--- config.mk ---
export PLATFORM = sky130hd
export DESIGN_NAME = sqm_result_buffer
export DESIGN_NICKNAME = d
export VERILOG_FILES = /design/src/rtl/sqm_result_buffer.sv
export SDC_FILE = /design/constraint.sdc
export NUM_CORES = 1
export LEC_CHECK = 0
export BUFFER_PORTS_ARGS = -buffer_cell sky130_fd_sc_hd__buf_2
export CAP_MARGIN = 20
export CORE_MARGIN = 3
export CORE_UTILIZATION = 35
export DETAILED_ROUTE_END_ITERATION = 8
export PLACE_DENSITY_LB_ADDON = 0.08
export SLEW_MARGIN = 20
export SYNTH_ARGS = -nofsm -noshare
export SYNTH_HDL_FRONTEND = slang
export SYNTH_SLANG_ARGS = --single-unit
--- constraint.sdc ---
create_clock -name clk -period 2.14 [get_ports clk]
set_clock_uncertainty 0.05 [all_clocks]
set_input_delay 0.107 -clock clk [delete_from_list [all_inputs] [get_ports clk]]
set_output_delay 0.107 -clock clk [all_outputs]
set_load 0.05 [all_outputs]
--- src/rtl/sqm_result_buffer.sv ---
// -----------------------------------------------------------------------------
// sqm_result_buffer
//
// Purpose:
//   Small first-word-fall-through FIFO that sits behind the square-mod /
//   bit-select unit and its max-run-length priority encoder. Each accepted
//   {Y, Z} pair (datapath result, longest-ones-run length) is stored so the
//   consumer can stall without losing results. Alongside the FIFO the block
//   keeps statistics over accepted pairs:
//   - the largest Z seen and the Y that came with it;
//   - a saturating count of accepted pairs;
//   - a sticky flag for run lengths that cannot occur in a DATA_W-bit word.
//
// Ports:
//   clk        : single clock, all state updates on its rising edge
//   reset      : asynchronous, active-high reset
//   in_valid   : upstream pair valid
//   in_ready   : buffer can accept a pair (depends on registered state only)
//   in_y/in_z  : upstream pair
//   out_valid  : head entry available
//   out_ready  : consumer takes the head entry
//   out_y/out_z: head entry, forced to 0 while out_valid is low
//   count      : occupancy, 0..DEPTH
//   clr_stats  : synchronous clear of the statistics
//   max_z      : largest Z accepted since the last clear
//   max_y      : Y accompanying max_z
//   total      : accepted-pair count, saturating
//   err_len    : sticky, set when an accepted Z exceeds DATA_W
//
// Handshake (both sides):
//   A transfer happens on a rising edge where valid && ready are both high.
//   valid, once raised, must hold with stable data until the transfer.
//   ready never depends combinationally on valid or on the other side's
//   ready: in_ready comes from occupancy only, so a pop on a full buffer
//   does not open a slot for a push in the same cycle.
// -----------------------------------------------------------------------------
module sqm_result_buffer #(
    parameter int DEPTH  = 4,
    parameter int DATA_W = 8,
    parameter int LEN_W  = 4,
    parameter int CNT_W  = 16
) (
    input  logic                      clk,
    input  logic                      reset,
    input  logic                      in_valid,
    output logic                      in_ready,
    input  logic [DATA_W-1:0]         in_y,
    input  logic [LEN_W-1:0]          in_z,
    output logic                      out_valid,
    input  logic                      out_ready,
    output logic [DATA_W-1:0]         out_y,
    output logic [LEN_W-1:0]          out_z,
    output logic [$clog2(DEPTH):0]    count,
    input  logic                      clr_stats,
    output logic [LEN_W-1:0]          max_z,
    output logic [DATA_W-1:0]         max_y,
    output logic [CNT_W-1:0]          total,
    output logic                      err_len
);

    localparam int PTR_W = $clog2(DEPTH);
    localparam int OCC_W = PTR_W + 1;

    // Storage. Contents are not reset: the outputs are masked by out_valid,
    // so stale entries are never visible.
    logic [DATA_W-1:0] mem_y [DEPTH];
    logic [LEN_W-1:0]  mem_z [DEPTH];

    logic [PTR_W-1:0]  wr_ptr;
    logic [PTR_W-1:0]  rd_ptr;

    logic              push;
    logic              pop;

    // Next-state values for the statistics
    logic [LEN_W-1:0]  base_max_z;
    logic [DATA_W-1:0] base_max_y;
    logic [CNT_W-1:0]  base_total;
    logic              base_err;
    logic [LEN_W-1:0]  nxt_max_z;
    logic [DATA_W-1:0] nxt_max_y;
    logic [CNT_W-1:0]  nxt_total;
    logic              nxt_err;
    logic              z_illegal;

    // -------------------------------------------------------------------------
    // Handshake decode
    // -------------------------------------------------------------------------
    assign in_ready  = (count != OCC_W'(DEPTH));
    assign out_valid = (count != '0);
    assign push      = in_valid && in_ready;
    assign pop       = out_valid && out_ready;

    // First-word fall-through from storage, zero while empty
    assign out_y = out_valid ? mem_y[rd_ptr] : '0;
    assign out_z = out_valid ? mem_z[rd_ptr] : '0;

    // -------------------------------------------------------------------------
    // Storage write (no reset needed, see above)
    // -------------------------------------------------------------------------
    always_ff @(posedge clk) begin
        if (push) begin
            mem_y[wr_ptr] <= in_y;
            mem_z[wr_ptr] <= in_z;
        end
    end

    // -------------------------------------------------------------------------
    // Pointers and occupancy. DEPTH is a power of two, so the pointers wrap
    // naturally; full vs empty is told apart by count, never by pointers.
    // -------------------------------------------------------------------------
    always_ff @(posedge clk or posedge reset) begin
        if (reset) begin
            wr_ptr <= '0;
            rd_ptr <= '0;
            count  <= '0;
        end else begin
            if (push) begin
                wr_ptr <= wr_ptr + PTR_W'(1);
            end
            if (pop) begin
                rd_ptr <= rd_ptr + PTR_W'(1);
            end
            case ({push, pop})
                2'b10:   count <= count + OCC_W'(1);
                2'b01:   count <= count - OCC_W'(1);
                default: count <= count;
            endcase
        end
    end

    // -------------------------------------------------------------------------
    // Statistics. A clear is applied first, then the accepted push is folded
    // in on top of the cleared values, so clear+push leaves exactly that
    // pair's contribution.
    // -------------------------------------------------------------------------
    // A run of ones longer than the word itself is impossible upstream.
    assign z_illegal = (32'(in_z) > 32'(DATA_W));

    always_comb begin
        base_max_z = clr_stats ? '0   : max_z;
        base_max_y = clr_stats ? '0   : max_y;
        base_total = clr_stats ? '0   : total;
        base_err   = clr_stats ? 1'b0 : err_len;

        nxt_max_z  = base_max_z;
        nxt_max_y  = base_max_y;
        nxt_total  = base_total;
        nxt_err    = base_err;

        if (push) begin
            // Strictly greater: on a tie the earlier pair is kept
            if (in_z > base_max_z) begin
                nxt_max_z = in_z;
                nxt_max_y = in_y;
            end
            if (base_total != '1) begin
                nxt_total = base_total + CNT_W'(1);
            end
            if (z_illegal) begin
                nxt_err = 1'b1;
            end
        end
    end

    always_ff @(posedge clk or posedge reset) begin
        if (reset) begin
            max_z   <= '0;
            max_y   <= '0;
            total   <= '0;
            err_len <= 1'b0;
        end else begin
            max_z   <= nxt_max_z;
            max_y   <= nxt_max_y;
            total   <= nxt_total;
            err_len <= nxt_err;
        end
    end

endmodule

==> summary.txt <==
Run status
  • Status: finished clean

Cells and area
  • Non-filler instance count after layout: ~500
  • Layout cells sized above 1: roughly two fifths
  • Fin nets: 400
  • # diodes: 0
  • Area Overhead vs Synth: 25.31%
  • Filler Cell Count: 976

Placed design
  • Port Buffers: just over 60
  • HPWL after DPL: between 5 and 6 mm
  • Placed Cells: 484
  • RD Place Congestion: between 0.7 and 0.8

Routing
  • Vias per cell: ~5.0
  • Drt first pass iters: 6
  • DRT iter0 DRCs: 85
  • DR vias: approximately 2500
  • Drt wl/cell: 16.99 um
  • # DRC: 0
  • DRT Wirelength: 8.714 mm
  • Post-route ant nets: 0

Power and ir drop
  • Peak supply drop: 0.7079 mV
  • Lkg Pwr: 0.002039 uW
  • PwrDens: 1234 mW/mm2

STA
  • Tmin final: 2.025 ns
  • Worst slew pin tran: 0.6461 ns
  • Relative slew slack: 56.93%
  • Max-slew violation count: 0
  • Crit share post-route: between 90% and 100%
  • Max Clk Rate: ~0.5 GHz
  • Fin Setup TNS: 0 ns
  • Final Hold Fails: 0
  • Setup-failing EPs final: 0
  • RSZ-0062 raised after global routing: false

Floorplan
  • Core box area: between 0.01 and 0.015 mm2
  • Row count: 37
  • Die Ht: about 110 um
  • Total die area: about 0.012 mm2
  • Die W: 111.4 um
  • Starting density of the core: between 30% and 40%
  • IO Count: between 60 and 70

Critical path
  • Delay-heaviest family, CP: simple AND/OR/NAND/NOR gates
  • Kind of critical path: reg -> reg
  • Critical path capture point type: register
  • Crit-path cells: or3b_4 -> and2_4 -> inv_6 -> ha_4 -> inv_2 -> fa_2 -> xor2_1 -> nor2_1 -> xor2_1
  • CP bufs+invs: 2
  • CP peak stage delay: between 0.4 and 0.5 ns
  • Crit Path Max Fanout: 4
  • WP data arrival: approximately 2.3 ns
  • Critical Path RT: about 2.4 ns
  • Slowest CP cell: dfrtp_2
  • Most used cell, CP: xor2_1
  • CP Launch Type: register

Global route
  • Largest net degree at the start of global routing: 37
  • Initial antenna violation count: 0
  • Vias in the first global route: between 2000 and 3000
  • First-pass GRT wire length: ~15 mm
  • Overflow after GRT: 0
  • GRT Overall Usage: between 15 and 20%

Synth
  • Synth top area share: 37.10%
  • Ys flop type: edfxtp_1
  • Post-synth EDFFs: 48
  • Syn. warnings: 0
  • Mapped Area: between 0.003 and 0.004 mm2
  • Dominant cell type by area after synthesis: edfxtp_1
  • Post-synthesis cell type count: 46
  • Most common cell in the netlist: edfxtp_1
  • Number of synthesized register bits: 84
  • Seq/Total Area, Yosys: 60.29%
  • Gate Count Post-Synth: about 270
  • Synth async-reset ratio: 42.86%
  • Mean Syn Cell Area: about 14 um2
  • Mapped Nets: 301
  • Synth area leaders: edfxtp_1, dfrtp_1, mux4_2, ha_1, mux2_2
  • Synth cell count leaders: edfxtp_1, dfrtp_1, nor2b_1

CTS
  • Clock tree buffer depth: 2
  • H-tree level count: 3
  • Clk_lat worst skew: between 0.3 and 0.4 ns
  • CTS tree: built
  • Clock slew at reported path FFs: approximately 0.09 ns
  • Clock sink total: 84
  • Inserted Clock Buffers: 9
  • Root Buffer: clkbuf_8
  • Setup Fix Bufs, Post-CTS: 0

Run
  • Total of max-cap violations: 0

Hold path
  • Hold Path Class: in -> reg
[registers in the layout, summed over array words and instances (netlist names)]
register	count
count	3
err_len	1
max_y	8
max_z	4
mem_y	32
mem_z	16
rd_ptr	2
total	16
wr_ptr	2
[timing repair]
item | CTS | global route
gates resized for setup | 0 | 6
endpoints found under the setup margin | 0 | 3
endpoints found under the hold margin | 90 | 0
hold buffers | 13 | 0
[cell families (layout without fill, tap and decap cells)]
| family | count (synthesis) | after routing | synth area share [%] |
|---|---|---|---|
| DFF | 84 | 84 | 60.29 |
| AOI/OAI and AO/OA | 22 | 22 | 3.865 |
| and+or+nand+nor | 88 | 88 | 14.65 |
| buffers and inverters | 26 | 130 | 2.673 |
| muxes | 32 | 32 | 12.53 |
| xor gates and xnor gates | 10 | 10 | 2.254 |
| adders and majority gates | 11 | 11 | 3.736 |
[worst register-to-register path, stage by stage (launching register included)]
cell and delay, ns:
dfrtp_2 0.42, or3b_4 0.38, and2_4 0.17, inv_6 0.05
ha_4 0.12, inv_2 0.04, fa_2 0.33, xor2_1 0.15
nor2_1 0.11, xor2_1 0.14
[stage by stage]
stage | utilization [%] | instance area [um2] | power, uW | hold slack (ns) | worst slack, ns
5_1_grt | 46.12 | 4868 | 6374 | 0.03411 | 0.01096
4_1_cts | 46.03 | 4858 | 6095 | 0.1154 | 0.03980
6_report | 46.12 | 4868 | 6006 | 0.04030 | 0.1150
2_1_floorplan | - | 3940 | 4298 | 0.1559 | -0.1259
3_5_place_dp | 43.20 | 4559 | 5044 | 0.2078 | 0.06913
3_3_place_gp | 43.20 | 4559 | 5012 | 0.2024 | 0.08502
[cell type report]
type                       instances  area [um2]  area share [%]
clock buffer                      10       127.6           2.621
clock inverter                     6       41.29          0.8481
inverter                          15       61.31           1.259
multi-input combinational        163        1473           30.25
sequential                        84        2362           48.52
tap                              136       170.2           3.495
timing repair buffer              99       633.1           13.00
[power breakdown]
part | internal (uW) | switching [uW]
clock | 423 | 598
combinational | 955 | 1830
sequential | 2070 | 135
[layer usage]
layer  track usage (%)  share of wire (%)  wire length (um)  vias up
met1             19.51                 45              3920     1271
met3             2.717                3.6               318       10
met2             25.45                 50              4360       51
li1                  -                  -                 -     1211
met5                 0                  0                 0        -
met4             5.353                1.3               114        0
[path summary, 6_finish.rpt]
path                            startpoint  cells past startpoint  slack (ns)         to
worst min-delay path             out_ready                      3        0.04  rd_ptr[0]
worst max-delay path              count[1]                      9        0.12   count[2]
min in group asynchronous            reset                      4        0.36  rd_ptr[0]
worst min register to register    count[2]                      1        0.44   count[2]
max in group asynchronous            reset                      4        1.30   max_z[1]
worst max register to register    count[1]                      9        0.12   count[2]
[placed cells by master, fill, tap and decap left out, drive strengths merged, types with 7 or more instances in the layout]
cell type | synthesis | final
buf | 6 | 86
edfxtp | 48 | 48
dfrtp | 36 | 36
nor2b | 16 | 16
inv | 15 | 16
and2 | 14 | 14
dlygate4sd3 | 0 | 13
mux2 | 13 | 13
mux4 | 12 | 12
ha | 10 | 10
clkbuf | 5 | 10
nor2 | 9 | 9
nand2b | 9 | 9
a21oi | 7 | 7
mux2i | 7 | 7
Power figures use the tool's default switching activity.
